`src/rtl/sched_pkg.sv`:
```
// Shared types and constants for the scheduled-assignment stage.
package sched_pkg;

  // FSM states: idle waiting for a request, or counting down to the commit edge
  typedef enum logic [0:0] {
    IDLE = 1'b0,
    WAIT = 1'b1
  } sched_state_e;

  // Request styles: sample now and commit later, or wait and then sample
  localparam logic MODE_INTRA   = 1'b0;
  localparam logic MODE_REGULAR = 1'b1;

  // Largest supported DELAY value
  localparam int SCHED_DELAY_MAX = 255;

  // Counter width needed to hold DELAY-1 (at least one bit)
  function automatic int sched_cnt_width(input int delay);
    return (delay > 1) ? $clog2(delay) : 1;
  endfunction

endpackage

```
`src/rtl/delay_down_counter.sv`:
```
// Loadable down counter that stops at zero and flags it.
module delay_down_counter #(
  parameter int CW = 1
) (
  input  logic          clk,
  input  logic          rst_n,
  input  logic          load,
  input  logic [CW-1:0] load_val,
  input  logic          en,
  output logic          zero
);

  localparam logic [CW-1:0] CNT_ZERO = {CW{1'b0}};
  localparam logic [CW-1:0] CNT_ONE  = CW'(1);

  logic [CW-1:0] count_r;

  // Load has priority; decrement only while enabled and not already at zero
  always_ff @(posedge clk or negedge rst_n) begin
    if (!rst_n) begin
      count_r <= CNT_ZERO;
    end else if (load) begin
      count_r <= load_val;
    end else if (en && (count_r != CNT_ZERO)) begin
      count_r <= count_r - CNT_ONE;
    end else begin
      count_r <= count_r;
    end
  end

  assign zero = (count_r == CNT_ZERO);

endmodule

```
`src/rtl/sched_assign_stage.sv`:
```
// Clocked stage producing intra-assignment / regular-delay style results
// of a|b, committed DELAY cycles after an accepted start, plus a free-running
// registered a|b reference.
module sched_assign_stage
  import sched_pkg::*;
#(
  parameter int DELAY = 25,
  parameter int WIDTH = 1
) (
  input  logic             clk,
  input  logic             rst_n,
  input  logic             start,
  input  logic             mode,
  input  logic [WIDTH-1:0] a,
  input  logic [WIDTH-1:0] b,
  output logic             busy,
  output logic             done,
  output logic [WIDTH-1:0] y,
  output logic [WIDTH-1:0] y_cont
);

  localparam int CW = sched_cnt_width(DELAY);
  localparam logic [CW-1:0] CNT_LOAD = CW'(DELAY - 1);
  localparam logic [WIDTH-1:0] W_ZERO = {WIDTH{1'b0}};

  sched_state_e     state_r, state_nxt_s;
  logic             mode_r, mode_nxt_s;
  logic             busy_r, busy_nxt_s;
  logic             done_r, done_nxt_s;
  logic [WIDTH-1:0] hold_r, hold_nxt_s;
  logic [WIDTH-1:0] y_r, y_nxt_s;
  logic [WIDTH-1:0] y_cont_r;
  logic [WIDTH-1:0] ab_s;
  logic             cnt_load_s;
  logic             cnt_en_s;
  logic             cnt_zero_s;

  assign ab_s = a | b;

  delay_down_counter #(
    .CW (CW)
  ) u_cnt (
    .clk      (clk),
    .rst_n    (rst_n),
    .load     (cnt_load_s),
    .load_val (CNT_LOAD),
    .en       (cnt_en_s),
    .zero     (cnt_zero_s)
  );

  // Next-state and next-output decode for the request FSM
  always_comb begin
    state_nxt_s = state_r;
    mode_nxt_s  = mode_r;
    busy_nxt_s  = busy_r;
    done_nxt_s  = 1'b0;
    hold_nxt_s  = hold_r;
    y_nxt_s     = y_r;
    cnt_load_s  = 1'b0;
    cnt_en_s    = 1'b0;
    case (state_r)
      IDLE: begin
        if (start) begin
          state_nxt_s = WAIT;
          mode_nxt_s  = mode;
          busy_nxt_s  = 1'b1;
          cnt_load_s  = 1'b1;
          // Intra-assignment style captures the operands right now
          if (mode == MODE_INTRA) begin
            hold_nxt_s = ab_s;
          end else begin
            hold_nxt_s = hold_r;
          end
        end else begin
          busy_nxt_s = 1'b0;
        end
      end
      WAIT: begin
        if (cnt_zero_s) begin
          // Regular-delay style samples the operands at the commit edge
          if (mode_r == MODE_INTRA) begin
            y_nxt_s = hold_r;
          end else begin
            y_nxt_s = ab_s;
          end
          done_nxt_s  = 1'b1;
          busy_nxt_s  = 1'b0;
          state_nxt_s = IDLE;
        end else begin
          cnt_en_s = 1'b1;
        end
      end
      default: begin
        state_nxt_s = IDLE;
        busy_nxt_s  = 1'b0;
      end
    endcase
  end

  // FSM state and registered outputs; reset drops any pending request
  always_ff @(posedge clk or negedge rst_n) begin
    if (!rst_n) begin
      state_r <= IDLE;
      mode_r  <= MODE_INTRA;
      busy_r  <= 1'b0;
      done_r  <= 1'b0;
      hold_r  <= W_ZERO;
      y_r     <= W_ZERO;
    end else begin
      state_r <= state_nxt_s;
      mode_r  <= mode_nxt_s;
      busy_r  <= busy_nxt_s;
      done_r  <= done_nxt_s;
      hold_r  <= hold_nxt_s;
      y_r     <= y_nxt_s;
    end
  end

  // Every-cycle registered a|b reference, independent of the FSM
  always_ff @(posedge clk or negedge rst_n) begin
    if (!rst_n) begin
      y_cont_r <= W_ZERO;
    end else begin
      y_cont_r <= ab_s;
    end
  end

  assign busy   = busy_r;
  assign done   = done_r;
  assign y      = y_r;
  assign y_cont = y_cont_r;

endmodule

```
`config.mk`:
```
export PLATFORM = sky130hd
export DESIGN_NAME = sched_assign_stage
export DESIGN_NICKNAME = d
export VERILOG_FILES = /design/src/rtl/sched_pkg.sv /design/src/rtl/delay_down_counter.sv /design/src/rtl/sched_assign_stage.sv
export SDC_FILE = /design/constraint.sdc
export NUM_CORES = 1
export LEC_CHECK = 0
export CAP_MARGIN = 10
export CORE_UTILIZATION = 35
export DETAILED_ROUTE_END_ITERATION = 10
export PLACE_DENSITY_LB_ADDON = 0.3
export SLEW_MARGIN = 10
export SYNTH_ARGS = -nofsm -noshare
export SYNTH_HDL_FRONTEND = slang
export SYNTH_HIERARCHICAL = 1
export SYNTH_SLANG_ARGS = --single-unit
```
`constraint.sdc`:
```
create_clock -name clk -period 2.65 [get_ports clk]
set_input_delay 0.6625 -clock clk [delete_from_list [all_inputs] [get_ports clk]]
set_output_delay 0.6625 -clock clk [all_outputs]
set_load 0.005 [all_outputs]
```
# Yosys cells after proc, flatten, opt, wreduce, memory -nomap -nowiden
# Cells that the tools add are included.
totals:
  output_inout_bits: 4
  wordCells: 32
  register_bits: 12
op_classes:
  eq_ne: 1
  bitwise_logic: 3
  reduce_logical: 7
  add_sub_neg: 1
  mux: 12
op_table:
  columns: ["cell", "n"]
  rows:
  - ["$mux 5", 2]
  - ["$mux 1", 8]
  - ["$logic_not 5->1", 1]
  - ["$reduce_bool 5->1", 1]
  - ["$sub 5x1->5 const B", 1]
  - ["$pmux 1 s2", 2]
  - ["$reduce_and 2->1", 2]
  - ["$reduce_and 3->1", 1]
  - ["$ne 2x1->1 const B", 1]
  - ["$not 1->1", 2]
  - ["$reduce_bool 2->1", 1]
  - ["$logic_and 1x1->1", 1]
  - ["$or 1x1->1", 1]

# Depth between registers and ports, before layout
# Gate-level depths: netlist of run 1.
depth:
  ltp_word: 6
  mapped_depth: 8
  depth_no_buf: 8

# By module
# Netlist of run 1, hierarchy kept.
modules_own_cells:
  columns: ["mod", "area_per_inst_um2", "cells_per_inst", "n_inst"]
  rows:
  - ["delay_down_counter", 304.0, 32, 1]
  - ["sched_assign_stage", 294.0, 22, 1]

# Least setup slack after synthesis of run 1
# OpenSTA, ideal clock, no wires.
synth_timing:
  path_type: "register to register"
  from: "reg u_cnt.count_r[0]"
  to: "reg u_cnt.count_r[3]"
  required_time_ps: 2577
  setup_ps: 73
  arrival_ps: 1937
  path_buffers: 0
  path_stages_with_launch: 9
  slack_ps: 640
  path_cell_list: "dfrtp_1 inv_1 ha_1 or4b_4 inv_1 nor2b_2 or4b_1 or3_1 a21oi_2"
synth_via:
  elab_chain_len: 5
  elab_cells_between_ends: 9
  cone_classes: "add/sub: 1; mux: 4; reduce/logical: 4"
synth_lines:
  columns: ["item", "line_no", "text"]
  rows:
  - ["start, declared", "delay_down_counter.sv:16", "logic [CW-1:0] count_r;"]
  - ["start signal, assigned", "delay_down_counter.sv:23", "count_r <= load_val;"]
  - ["start signal, assigned", "delay_down_counter.sv:25", "count_r <= count_r - CNT_ONE;"]
  - ["start signal, assigned", "delay_down_counter.sv:27", "count_r <= count_r;"]
  - ["$logic_not 5->1", "delay_down_counter.sv:31", "assign zero = (count_r == CNT_ZERO);"]
  - ["named net cnt_zero_s", "sched_assign_stage.sv:36", "logic cnt_zero_s;"]
  - ["$mux 1", "sched_assign_stage.sv:79", "if (cnt_zero_s) begin"]
  - ["$mux 1", "sched_assign_stage.sv:61", "case (state_r)"]
  - ["named net cnt_en_s", "sched_assign_stage.sv:35", "logic cnt_en_s;"]
  - ["$logic_and 1x1->1", "delay_down_counter.sv:24", "end else if (en && (count_r != CNT_ZERO)) begin"]
  - ["$reduce_bool 2->1 (no source line)", null, null]
# The timed path passes the listed nets, and every way through them passes these cells. The select of a mux whose other input is x is not followed.
# A chain may end at the register's enable or synchronous reset.

# Worst setup path after layout of run 1
# Same ends and word-level chain as after synthesis.

==> insert_results.sql, run 1 <==
INSERT INTO impl_metrics (metric_group, metric, value, unit) VALUES
('job', 'maxCapViolations', '0', ''),
('cells_and_area', 'multiInputGateArea', '290', 'um2'),
('synthesis', 'top_cell_types_by_occurrence_after_synthesis', 'dfrtp_1 (12), a21oi_1 (5), inv_1 (4)', ''),
('run_status', 'failed_checks', 'design-rule violations', ''),
('sta', 'unrepaired_setup_endpoints_after_global_routing', 'false', ''),
('setup_path', 'end_kind', 'register', ''),
('global_routing', 'grt_first_pass_wirelength', '1720', 'um'),
('cells_and_area', 'finalNonFillerCells', '85', ''),
('drt', 'post_drt_via_cell_ratio', '4.94', ''),
('sta', 'finalHoldViolCount', '0', ''),
('synthesis', 'synth.top_cells.by_area', 'dfrtp_1 (50%), mux2_4 (5.0%), a21oi_1 (4.2%), nor2b_2 (2.9%), inv_1 (2.5%)', ''),
('place', 'numPortBuffers', '9', ''),
('global_routing', 'largest_net_degree_at_the_start_of_global_routing', '14', ''),
('synthesis', 'yosysTopAreaCell', 'dfrtp_1', ''),
('pwr', 'power_frac_clock', '18.7', '%'),
('setup_path', 'critPathKind', 'reg2reg', ''),
('clock_tree', 'cts_hold_buf', '0', ''),
('global_routing', 'grt_antenna_before_repair', '0', ''),
('clock_tree', 'tritoncts.num_buffers', '3', ''),
('sta', 'clock-skew-final', '0.00568', 'ns'),
('global_routing', 'grt_pass1_vias', '405', ''),
('pwr', 'comb_power_share', '39.6', '%'),
('floorplan', 'floorplan.initialDensity', '38.4', '%'),
('setup_path', 'reg2regPathDepth', '8', ''),
('synthesis', 'synthMostInstantiatedCell', 'dfrtp_1', ''),
('pwr', 'vdd_drop_max', '0.000494', 'V'),
('setup_path', 'arrival', '2.40', 'ns'),
('pwr', 'internal-power', '0.526', 'mW'),
('clock_tree', 'max-clock-path-buffers', '2', ''),
('sta', 'clock.fmax', '0.458', 'GHz'),
('global_routing', 'grt_util_all_layers', '12.9', '%'),
('sta', 'slew_violations', '0', ''),
('pwr', 'power.switching_fraction', '31.6', '%'),
('sta', 'worst-slew-pin-transition', '0.530', 'ns'),
('place', 'gpl.final_weighted_congestion', '0.732', ''),
('floorplan', 'placementRows', '14', ''),
('synthesis', 'netlist-cell-type-count', '28', ''),
('drt', 'firstDrtPassIters', '7', ''),
('place', 'dp.final_hpwl', '718', 'um'),
('synthesis', 'netlist_area', '598', 'um2'),
('sta', 'final.min_clock_period', '2.19', 'ns'),
('cells_and_area', 'final.fill_count', '142', ''),
('pwr', 'share_seq_of_total_power', '41.7', '%'),
('cells_and_area', 'layout-drive-gt1-share', '18.8', '%'),
('floorplan', 'die_x', '43.3', 'um'),
('synthesis', 'synthesis.yosys.warnings', '6', ''),
('floorplan', 'coreArea', '0.00156', 'mm2'),
('clock_tree', 'cts.repair.resized', '0', ''),
('clock_tree', 'cts.clk_slew.worst_paths', '0.07', 'ns'),
('global_routing', 'grt.overflow.total', '0', ''),
('synthesis', 'ys_ff_latch', '12', ''),
('setup_path', 'timing.critical_path.from_type', 'register', ''),
('setup_path', 'cp_data_required_time', '2.86', 'ns'),
('cells_and_area', 'total_inserted_antenna_cells', '0', ''),
('sta', 'fin_tns_setup', '0', 'ns'),
('synthesis', 'synth_ff_type', 'dfrtp_1', ''),
('pwr', 'switchingPower', '0.243', 'mW'),
('drt', 'ant_nets', '0', ''),
('synthesis', 'synth_top_cell_area_share', '50.2', '%'),
('clock_tree', 'cts_num_sinks', '12', ''),
('synthesis', 'async_flop_share', '100', '%'),
('clock_tree', 'clock_latency', '0.27', 'ns'),
('place', 'post-place-cells', '81', ''),
('drt', 'drc', '2', ''),
('cells_and_area', 'num-nets-final', '77', ''),
('cells_and_area', 'register_area', '300', 'um2'),
('drt', 'routedWlPerCell', '11.2', 'um'),
('drt', 'num_vias', '420', ''),
('floorplan', 'die_area', '0.00188', 'mm2'),
('min_path', 'hold_path_class', 'reg2reg', ''),
('run_status', 'result_of_the_run', 'finished, violations left', '');
[layout make-up]
cell class,instances,share of cell area (%)
clock buffers,4,4.83
repair buffers,9,12.0
well taps,16,2.66
multi-input cells,40,38.6
flip-flops and latches,12,39.9
inverters,4,2.00
[per-layer routing]
metal | GRT usage, % | wire, um
met3 | 6.67 | 55
met5 | 0 | 0
met2 | 18.8 | 450
met4 | 7.50 | 12
met1 | 15.2 | 436
[cell usage in the layout, fill, tap and decap left out, drive strengths merged]
cell | netlist | layout
dfrtp | 12 | 12
clkdlybuf4s50 | 0 | 9
a21oi | 6 | 6
conb | 2 | 5
inv | 4 | 4
clkbuf | 1 | 4
nor2b | 4 | 4
nand2 | 3 | 3
or2 | 2 | 2
mux2 | 2 | 2
or3 | 2 | 2
nor3b | 2 | 2
or4b | 2 | 2
o31ai | 2 | 2
and3 | 2 | 2
and2 | 1 | 1
o211ai | 1 | 1
o22ai | 1 | 1
a21o | 1 | 1
o21ai | 1 | 1
nand2b | 1 | 1
o31a | 1 | 1
ha | 1 | 1
[per-stage QoR]
stage	instance area (um2)	worst slack (ns)	hold WS (ns)
detailed placement	716	0.485	0.470
floorplan	609	0.640	0.367
CTS	752	0.473	0.491
global placement	716	0.530	0.472
finish	752	0.465	0.486
global route	752	0.339	0.500
[registers in the layout, summed over array words and instances (netlist names)]
signal         cells
u_cnt/count_r      5
hold_r             1
y                  1
y_cont             1
done               1
busy               1
mode_r             1
state_r            1
[power by group through the flow]
stage | Clock [mW] | Combinational, mW | Sequential [mW]
finish | 0.144 | 0.304 | 0.321
global route | 0.160 | 0.344 | 0.332
CTS | 0.151 | 0.309 | 0.321
detailed placement | 0 | 0.309 | 0.323
global placement | 0 | 0.298 | 0.323
floorplan | 0 | 0.226 | 0.311
[logic make-up after synthesis]
group                    count (synthesis)  synth area share [%]
AND/OR/NAND/NOR                         19                  23.4
other                                    2                  1.26
multiplexers                             2                  5.02
buffers and inverters                    5                  3.14
adder cells (fa/ha/maj)                  1                  2.09
flip-flops                              12                  50.2
AO/OA/AOI/OAI                           13                  14.9
[critical path, cell delays in order (launching register included)]
cell and delay [ns]:
dfrtp_1 0.35, inv_1 0.07, ha_1 0.20, or4b_4 0.22, inv_1 0.08, nor2b_2 0.27, or4b_1 0.49, or3_1 0.33
a21oi_2 0.11
[path summary, 6_finish.rpt]
kind	from	endpoint
setup / recovery	u_cnt/count_r[0]$_DFFE_PN0P_	u_cnt/count_r[3]$_DFFE_PN0P_
hold / removal	busy$_DFFE_PN0P_	busy$_DFFE_PN0P_
setup reg to reg	u_cnt/count_r[0]$_DFFE_PN0P_	u_cnt/count_r[3]$_DFFE_PN0P_
hold reg to reg	busy$_DFFE_PN0P_	busy$_DFFE_PN0P_
max in group asynchronous	rst_n	busy$_DFFE_PN0P_
min in group asynchronous	rst_n	u_cnt/count_r[2]$_DFFE_PN0P_
Power figures use the tool's default switching activity.
==> inputs of run 2 (changes only) <==
Clock period 2.65 ns to 2 ns, I/O delays scaled along.
==> run 2 against run 1 <==
  * The run still ends with design-rule violations left
  * Routed wire length up 6.9%
  * Die area unchanged
  * Critical path depth unchanged
  * Design area up 7.2%
  * Non-clock buffer count up 5
  * Combinational power up 55%
  * Total power up 42%
  * Critical path type unchanged
  * Critical endpoint unchanged
==> insert_results.sql, run 2 (same netlist as run 1, synthesis figures left out) <==
INSERT INTO impl_metrics (metric_group, metric, value, unit) VALUES
('drt', 'num_vias', '441', ''),
('cells_and_area', 'design_area', '806', 'um2'),
('run_status', 'failed_checks', 'design-rule violations', ''),
('drt', 'dr.first_iter.drc_count', '5', ''),
('setup_path', 'regToRegEndpoint', 'u_cnt/count_r[3]$_DFFE_PN0P_', ''),
('clock_tree', 'h_tree_level_count', '1', ''),
('clock_tree', 'cts_num_sinks', '12', ''),
('clock_tree', 'max-clock-path-buffers', '2', ''),
('run_status', 'result_of_the_run', 'finished, violations left', ''),
('floorplan', 'coreArea', '0.00156', 'mm2'),
('min_path', 'worst_min_delay_path_endpoint', 'busy$_DFFE_PN0P_', ''),
('sta', 'total_of_endpoints_with_negative_setup_slack_in_the_final_report', '0', ''),
('setup_path', 'critPathKind', 'reg2reg', ''),
('sta', 'slew_headroom', '64.5', '%'),
('setup_path', 'arrival', '2.17', 'ns'),
('global_routing', 'grt_pass1_vias', '438', ''),
('drt', 'post_drt_via_cell_ratio', '4.90', ''),
('setup_path', 'crit_path_max_incr_delay', '0.47', 'ns'),
('pwr', 'power_density', '1360', 'mW/mm2'),
('sta', 'unrepaired_setup_endpoints_after_global_routing', 'true', ''),
('clock_tree', 'cts.clk_slew.worst_paths', '0.08', 'ns'),
('pwr', 'power.leakage', '0.362', 'nW'),
('clock_tree', 'clk_root_buffer_cell', 'clkbuf_4', ''),
('floorplan', 'placementRows', '14', ''),
('floorplan', 'io_pins', '10', ''),
('sta', 'slew_violations', '0', ''),
('cells_and_area', 'largest_register_ff_count', '5', ''),
('sta', 'worst-slew-pin-transition', '0.531', 'ns'),
('floorplan', 'floorplan.initialDensity', '38.4', '%'),
('global_routing', 'grt_first_pass_wirelength', '1810', 'um'),
('setup_path', 'timing.critical_path.from_type', 'register', ''),
('sta', 'clock.fmax', '0.508', 'GHz'),
('cells_and_area', 'regMostFlops', 'u_cnt/count_r', ''),
('drt', 'drt-total-wl', '1020', 'um'),
('sta', 'finalHoldViolCount', '0', ''),
('cells_and_area', 'mostFrequentLayoutCells', 'dfrtp_1 (12), clkdlybuf4s50_1 (9), buf_4 (5), a21oi_1 (5), conb_1 (5)', ''),
('place', 'postPlaceCellArea', '751', 'um2'),
('cells_and_area', 'layout.cells.most_common', 'dfrtp_1', ''),
('sta', 'final.min_clock_period', '1.97', 'ns'),
('global_routing', 'grt.overflow.total', '0', ''),
('cells_and_area', 'num-nets-final', '82', ''),
('min_path', 'hold_path_class', 'reg2reg', ''),
('cells_and_area', 'layout-drive-gt1-share', '31.1', '%'),
('setup_path', 'flop_to_flop_setup_slack', '0.03', 'ns'),
('cells_and_area', 'multiInputGateArea', '307', 'um2'),
('sta', 'post-route-period-util', '98.5', '%'),
('setup_path', 'reg2regPathDepth', '8', ''),
('setup_path', 'r2r_start', 'u_cnt/count_r[0]$_DFFE_PN0P_', ''),
('clock_tree', 'clock_tree_from_tritoncts', 'built', ''),
('min_path', 'timing.hold.worst_path_depth', '1', ''),
('place', 'gpl.final_weighted_congestion', '0.772', ''),
('drt', 'routedWlPerCell', '11.3', 'um'),
('drt', 'ant_nets', '0', ''),
('setup_path', 'cp_data_required_time', '2.20', 'ns'),
('place', 'numPortBuffers', '9', ''),
('place', 'post-place-cells', '85', ''),
('global_routing', 'grt_util_all_layers', '13.4', '%'),
('setup_path', 'path_cells', 'inv_2 -> ha_2 -> or4b_4 -> inv_2 -> nor2b_4 -> or4b_4 -> or3_4 -> a21oi_2', ''),
('clock_tree', 'clock_latency', '0.27', 'ns'),
('cells_and_area', 'total_inserted_antenna_cells', '0', ''),
('setup_path', 'end_kind', 'register', ''),
('sta', 'clock-skew-final', '0.000284', 'ns'),
('min_path', 'hold_path_startpoint', 'busy$_DFFE_PN0P_', ''),
('pwr', 'total_design_power', '1.09', 'mW'),
('global_routing', 'largest_net_degree_at_the_start_of_global_routing', '13', ''),
('floorplan', 'die_x', '43.3', 'um'),
('cells_and_area', 'finalNonFillerCells', '90', ''),
('floorplan', 'die_area', '0.00188', 'mm2'),
('drt', 'firstDrtPassIters', '7', ''),
('place', 'dp.final_hpwl', '774', 'um'),
('cells_and_area', 'flow.area_growth_from_synthesis', '34.7', '%'),
('job', 'maxCapViolations', '0', ''),
('drt', 'drc', '4', ''),
('cells_and_area', 'register_area', '300', 'um2'),
('floorplan', 'vertical_die_dimension', '43.3', 'um'),
('setup_path', 'crit_slowest_cell', 'or4b_4', ''),
('global_routing', 'grt_antenna_before_repair', '0', ''),
('clock_tree', 'tritoncts.num_buffers', '3', ''),
('setup_path', 'crit_fanout', '4', ''),
('cells_and_area', 'final.fill_count', '144', ''),
('pwr', 'vdd_drop_max', '0.000585', 'V');
## run 2: repair_timing
action | 4_1_cts | 5_1_grt
resized for setup | 0 | 5
hold buffers | 0 | 0
buffers inserted | 0 | 1
endpoints found under the setup margin | 0 | 2
## run 2: layout make-up
class | instances | area share, %
clock buffer | 4 | 4.50
sequential | 12 | 37.3
tap | 16 | 2.48
multi-input combinational | 40 | 38.0
timing repair buffer | 14 | 15.8
inverter | 4 | 1.86
## run 2: critical path, delay by kind of cell, from the launching register on
kind | cells | cell delay, ns
buffers and inverters | 2 | 0.10
AO/OA/AOI/OAI | 1 | 0.13
flip-flops | 1 | 0.37
adder cells (fa/ha/maj) | 1 | 0.17
AND/OR/NAND/NOR | 4 | 1.13
## run 2: how the worst max path moves through the flow
| stage | depth (start not counted) | slack (ns) | endpoint | startpoint |
|---|---|---|---|---|
| after global routing | 8 | -0.04 | u_cnt/count_r[3]$_DFFE_PN0P_ | u_cnt/count_r[0]$_DFFE_PN0P_ |
| after CTS | 8 | 0.006 | u_cnt/count_r[3]$_DFFE_PN0P_ | u_cnt/count_r[0]$_DFFE_PN0P_ |
| final | 8 | 0.03 | u_cnt/count_r[3]$_DFFE_PN0P_ | u_cnt/count_r[0]$_DFFE_PN0P_ |
| after detailed placement | 8 | 0.02 | u_cnt/count_r[3]$_DFFE_PN0P_ | u_cnt/count_r[1]$_DFFE_PN0P_ |
| after global placement | 8 | 0.05 | u_cnt/count_r[3]$_DFFE_PN0P_ | u_cnt/count_r[0]$_DFFE_PN0P_ |
| after floorplan | 8 | 0.03 | u_cnt/count_r[3]$_DFFE_PN0P_ | u_cnt/count_r[0]$_DFFE_PN0P_ |
## run 2: power breakdown
part | switching [mW] | total [mW] | leakage [nW] | internal, mW
sequential | 0.0824 | 0.431 | 0.140 | 0.349
clock | 0.0803 | 0.191 | 0.0210 | 0.111
combinational | 0.178 | 0.470 | 0.201 | 0.292
total | 0.340 | 1.09 | 0.362 | 0.751
## run 2: through the flow
stage	setup WS (ns)	util [%]	hold WS [ns]	TNS [ns]
after floorplan	0.0280	-	0.204	0
after detailed placement	0.0235	48.2	0.469	0
after global routing	-0.0439	51.7	0.509	-0.0439
after global placement	0.0477	48.2	0.463	0
final	0.0310	51.7	0.481	0
after CTS	0.00559	50.5	0.486	0
## run 2: layer usage
metal | track usage [%] | routed length (um)
met5 | 0 | 0
met3 | 2.50 | 21
met2 | 21.2 | 495
met1 | 15.8 | 482
met4 | 11.3 | 20
